<file path="src/rtl/sram_arb_pkg.sv">
// Shared widths, limits and read-owner encoding for the SRAM port arbiter.
package sram_arb_pkg;

  localparam int unsigned ADDR_WIDTH_DEF = 10;
  localparam int unsigned DATA_WIDTH_DEF = 8;
  localparam int unsigned MAX_WAIT_DEF   = 4;
  localparam int unsigned AGE_WIDTH      = 4;

  typedef enum logic [1:0] {
    OWN_NONE = 2'd0,
    OWN_CPU  = 2'd1,
    OWN_SPI  = 2'd2
  } owner_e;

endpackage

</file>
<file path="src/rtl/sram_arb_age_cnt.sv">
// Saturating wait counter: counts loader cycles spent denied, flags when the limit is reached.
module sram_arb_age_cnt
  import sram_arb_pkg::*;
#(
  parameter int unsigned MaxWait = MAX_WAIT_DEF
) (
  input  logic clk_i,
  input  logic rst_ni,
  input  logic inc_i,
  input  logic clr_i,
  output logic at_limit_o
);

  localparam logic [AGE_WIDTH-1:0] Limit = AGE_WIDTH'(MaxWait);

  logic [AGE_WIDTH-1:0] cnt_q, cnt_d;

  always_comb begin
    cnt_d = cnt_q;
    if (clr_i) begin
      cnt_d = '0;
    end else if (inc_i && (cnt_q != Limit)) begin
      cnt_d = cnt_q + AGE_WIDTH'(1);
    end
  end

  always_ff @(posedge clk_i or negedge rst_ni) begin
    if (!rst_ni) begin
      cnt_q <= '0;
    end else begin
      cnt_q <= cnt_d;
    end
  end

  assign at_limit_o = (cnt_q == Limit);

endmodule

</file>
<file path="src/rtl/sram_port_arbiter.sv">
// Two-port arbiter for the single-port SRAM: CPU has priority, loader wins after MAX_WAIT denials.
module sram_port_arbiter
  import sram_arb_pkg::*;
#(
  parameter int unsigned ADDR_WIDTH = ADDR_WIDTH_DEF,
  parameter int unsigned DATA_WIDTH = DATA_WIDTH_DEF,
  parameter int unsigned MAX_WAIT   = MAX_WAIT_DEF
) (
  input  logic                  CLK,
  input  logic                  RST_N,
  input  logic                  CPU_REQ,
  input  logic                  CPU_WE,
  input  logic [ADDR_WIDTH-1:0] CPU_ADDR,
  input  logic [DATA_WIDTH-1:0] CPU_WDATA,
  output logic                  CPU_GNT,
  output logic                  CPU_RVALID,
  output logic [DATA_WIDTH-1:0] CPU_RDATA,
  input  logic                  SPI_REQ,
  input  logic                  SPI_WE,
  input  logic [ADDR_WIDTH-1:0] SPI_ADDR,
  input  logic [DATA_WIDTH-1:0] SPI_WDATA,
  output logic                  SPI_GNT,
  output logic                  SPI_RVALID,
  output logic [DATA_WIDTH-1:0] SPI_RDATA,
  output logic                  CEN,
  output logic                  WEN,
  output logic [ADDR_WIDTH-1:0] A,
  output logic [DATA_WIDTH-1:0] D,
  input  logic [DATA_WIDTH-1:0] Q
);

  logic                  at_limit;
  logic                  sel_spi, sel_cpu, sel_any;
  logic [ADDR_WIDTH-1:0] a_q;
  logic [DATA_WIDTH-1:0] d_q;
  logic [DATA_WIDTH-1:0] cpu_rdata_q, spi_rdata_q;
  owner_e                rd_owner_q, rd_owner_d;

  // Grants are gated by RST_N so the pins go idle the instant reset asserts.
  assign sel_spi = RST_N & SPI_REQ & (~CPU_REQ | at_limit);
  assign sel_cpu = RST_N & CPU_REQ & ~sel_spi;
  assign sel_any = sel_spi | sel_cpu;

  assign CPU_GNT = sel_cpu;
  assign SPI_GNT = sel_spi;

  sram_arb_age_cnt #(
    .MaxWait (MAX_WAIT)
  ) u_age_cnt (
    .clk_i      (CLK),
    .rst_ni     (RST_N),
    .inc_i      (SPI_REQ & ~sel_spi),
    .clr_i      (~SPI_REQ | sel_spi),
    .at_limit_o (at_limit)
  );

  // Idle cycles replay the shadowed A/D so the address/data pins do not toggle.
  always_comb begin
    CEN        = 1'b1;
    WEN        = 1'b1;
    A          = a_q;
    D          = d_q;
    rd_owner_d = OWN_NONE;
    if (sel_cpu) begin
      CEN = 1'b0;
      WEN = ~CPU_WE;
      A   = CPU_ADDR;
      D   = CPU_WDATA;
      if (!CPU_WE) rd_owner_d = OWN_CPU;
    end else if (sel_spi) begin
      CEN = 1'b0;
      WEN = ~SPI_WE;
      A   = SPI_ADDR;
      D   = SPI_WDATA;
      if (!SPI_WE) rd_owner_d = OWN_SPI;
    end
  end

  always_ff @(posedge CLK or negedge RST_N) begin
    if (!RST_N) begin
      a_q        <= '0;
      d_q        <= '0;
      rd_owner_q <= OWN_NONE;
    end else begin
      rd_owner_q <= rd_owner_d;
      if (sel_any) begin
        a_q <= A;
        d_q <= D;
      end
    end
  end

  assign CPU_RVALID = (rd_owner_q == OWN_CPU);
  assign SPI_RVALID = (rd_owner_q == OWN_SPI);

  // Q is only valid in the cycle after the access, so the owner sees it live and
  // the hold registers capture it for later cycles.
  always_ff @(posedge CLK or negedge RST_N) begin
    if (!RST_N) begin
      cpu_rdata_q <= '0;
      spi_rdata_q <= '0;
    end else begin
      if (CPU_RVALID) cpu_rdata_q <= Q;
      if (SPI_RVALID) spi_rdata_q <= Q;
    end
  end

  assign CPU_RDATA = CPU_RVALID ? Q : cpu_rdata_q;
  assign SPI_RDATA = SPI_RVALID ? Q : spi_rdata_q;

  a_req_known: assert property (@(posedge CLK) disable iff (!RST_N)
    !$isunknown({CPU_REQ, SPI_REQ}));

endmodule

</file>
<file path="config.mk">
export PLATFORM = sky130hd
export DESIGN_NAME = sram_port_arbiter
export DESIGN_NICKNAME = d
export VERILOG_FILES = /design/src/rtl/sram_arb_pkg.sv /design/src/rtl/sram_arb_age_cnt.sv /design/src/rtl/sram_port_arbiter.sv
export SDC_FILE = /design/constraint.sdc
export NUM_CORES = 1
export LEC_CHECK = 0
export CAP_MARGIN = 25
export CORE_ASPECT_RATIO = 0.9
export CORE_MARGIN = 8
export CORE_UTILIZATION = 43
export DETAILED_ROUTE_END_ITERATION = 12
export PLACE_DENSITY = 0.88
export SLEW_MARGIN = 0
export SYNTH_ARGS = -nofsm -noshare
export SYNTH_HDL_FRONTEND = slang
export SYNTH_SLANG_ARGS = --single-unit
</file>
<file path="constraint.sdc">
create_clock -name CLK -period 3.3 [get_ports CLK]
set_clock_uncertainty 0.05 [all_clocks]
set_input_delay 0.33 -clock CLK [delete_from_list [all_inputs] [get_ports CLK]]
set_output_delay 0.33 -clock CLK [all_outputs]
set_load 0.005 [all_outputs]
</file>
==> results.json <==
{
  "cts_max_path_buffers": 2,
  "clock_power_share_pct": 29.7,
  "netlist_instances": 151,
  "worstMarginPinSlew_ns": 0.806,
  "cts_tree": "built",
  "hold_buffers": 1,
  "comb_power_share_pct": 30.3,
  "post_cts_resized": 0,
  "synth_area_um2": 1930,
  "clkLatencyLatePin_ns": 0.29,
  "grt_util_all_layers_pct": 16.2,
  "cp.arrival_ns": 2.49,
  "switching_share_pct": 23.7,
  "die_x_um": 86.6,
  "fin_area_um2": 3010,
  "ff2ff_path_depth": 6,
  "p_int_mw": 1.12,
  "met2_length_um": 2850,
  "rsz0062_at_grt": "false",
  "post_cts_buffers": 0,
  "worst_slack_ns": 0.430,
  "syn-num-nets": 203,
  "post-route-drc-count": 0,
  "n_antenna_cell": 0,
  "hp-class": "in2async",
  "routed_wl_um": 5410,
  "final_core_util_pct": 68.9,
  "io_buffers": 89,
  "ir_drop_mv": 0.342,
  "num_vias": 1642,
  "wl_met1_um": 2240,
  "r2r_end": "d_q[7]$_DFFE_PN0P_",
  "numCtsBuffers": 5,
  "power.total_mw": 1.47,
  "htree_levels": 2,
  "post_drt_wl_per_cell_um": 17.7,
  "gp_congestion": 0.753,
  "seqPwrFrac_pct": 40.0,
  "core_um2": 4370,
  "drive_above_1_share_pct": 13.5,
  "drt_first_pass_iters": 6,
  "p_leak_nw": 1.27,
  "dp_hpwl_um": 4100,
  "initial_core_util_pct": 44.1,
  "finalCritPeriodShare_pct": 87.0,
  "post-route-min-period_ns": 2.87,
  "final_cell_mix": "88 x clkdlybuf4s50_1, 40 x dfrtp_1, 36 x a221o_1",
  "clk_pin_slew_worst_paths_ns": 0.08,
  "fin_cells": 306,
  "gr-total-overflow": 0,
  "final_common_cell": "clkdlybuf4s50_1",
  "hold_violations": 0,
  "status": "finished, final reports clean",
  "fmax_ghz": 0.348,
  "ctsRootBufferMaster": "clkbuf_8",
  "seq_area_frac_synth_pct": 51.9,
  "p_per_area_nw_per_um2": 488,
  "critical_path.max_fanout": 22,
  "met3_length_um": 168,
  "drv_slew": 0,
  "worst_setup_path_start_kind": "flip-flop",
  "worstPathRequired_ns": 2.92,
  "whs_ns": 0.371,
  "reg2reg_from": "u_age_cnt.cnt_q[0]$_DFFE_PN0P_",
  "avgSynthCellArea_um2": 12.8,
  "drt-initial-drc-count": 105,
  "tns_ns": 0,
  "grt_pass1_wl_um": 8650,
  "nNetsFinal": 295,
  "grt_antenna_before_repair": 0,
  "cap_violations": 0,
  "top_layer": "met4",
  "setup.worst_path.end_class": "output port",
  "rows": 23,
  "setup_viol": 0,
  "num_io_pins": 90,
  "viasPerCell": 5.37,
  "place_ws_ns": 0.681,
  "die-height_um": 79.5,
  "area_growth_pct": 56.4,
  "grt_pass1_vias": 1707,
  "dp.cells": 297,
  "grt_start_max_net_pins": 41,
  "cts_sinks": 40,
  "worst-setup-path-type": "reg2out",
  "slew_headroom_pct": 46.1,
  "place_area_um2": 2880,
  "ys_seq_elements": 40,
  "die_area_um2": 6880,
  "ant_nets": 0,
  "power_switching_mw": 0.349,
  "synth_warnings": 0,
  "ys_types": 25,
  "rrSetupSlack_ns": 1.41
}
[cell families (layout without fill, tap and decap cells)]
family / count (synthesis) / after routing / share of synthesized area [%]
AOI/OAI and AO/OA: 44 / 44 / 21.7
xor gates and xnor gates: 1 / 1 / 0.455
adders and majority gates: 2 / 2 / 1.30
buffers and inverters: 16 / 109 / 4.35
DFF: 40 / 40 / 51.9
muxes: 17 / 17 / 9.87
and+or+nand+nor: 31 / 31 / 10.4
[power groups by stage]
stage	combinational [mW]	clock, mW	sequential (mW)
CTS	0.455	0.445	0.589
floorplan	0.181	0	0.590
global placement	0.440	0	0.593
finish	0.446	0.438	0.588
detailed placement	0.451	0	0.599
global route	0.483	0.473	0.596
[worst max path at each step]
stage,start,to,cells after the start,slack (ns)
finish,u_age_cnt.cnt_q[0]$_DFFE_PN0P_,A[0],7,0.43
global route,u_age_cnt.cnt_q[0]$_DFFE_PN0P_,A[0],7,0.31
CTS,u_age_cnt.cnt_q[0]$_DFFE_PN0P_,A[0],7,0.40
detailed placement,SPI_REQ,A[0],6,0.68
global placement,SPI_REQ,A[1],6,0.73
floorplan,u_age_cnt.cnt_q[0]$_DFFE_PN0P_,A[0],7,1.30
[flip-flops by register name (all words and copies together), names as in the netlist]
register / count
a_q: 10
u_age_cnt.cnt_q: 4
rd_owner_q: 2
d_q: 8
cpu_rdata_q: 8
spi_rdata_q: 8
[cell type report]
type                    instances  area, um2
fillers                       345       1360
flip-flops and latches         40       1000
well taps                      62       77.6
clock buffers                   7       96.3
repair buffers                 96        941
inverters                       5       18.8
multi-input cells              95        850
clock inverters                 1       30.0
[critical path, stage by stage (launching register included)]
cell             delay, ns
dfrtp_1               0.41
inv_1                 0.11
ha_1                  0.24
nand3b_4              0.14
o211a_1               0.24
buf_4                 0.20
a221o_1               0.37
clkdlybuf4s50_1       0.48
[per-layer routing]
| metal | vias up | global-route usage [%] |
|---|---|---|
| met2 | 44 | 27.6 |
| met1 | 810 | 18.6 |
| met4 | 0 | 6.87 |
| met5 | - | 0 |
| li1 | 776 | - |
| met3 | 12 | 4.42 |
[cell usage after synthesis]
library cell	count	area (um2)
buf_6	2	22.5
nand3b_4	1	20.0
dfrtp_1	40	1000
or3_1	2	12.5
nor3_1	1	5.00
a211oi_1	1	7.51
a22oi_1	1	7.51
nor2b_1	3	18.8
clkbuf_1	4	15.0
a221o_1	36	360
a211oi_2	1	12.5
o211a_1	1	10.0
inv_1	5	18.8
xnor2_1	1	8.76
ha_1	2	25.0
mux2i_1	1	10.0
nand2b_1	2	12.5
buf_2	4	20.0
a21oi_1	3	15.0
mux2_2	16	180
nor2_1	1	3.75
buf_4	1	7.51
o21ai_1	1	5.00
nand3_1	3	15.0
and2_1	18	113
No activity file was read; power rests on OpenSTA's default activity.
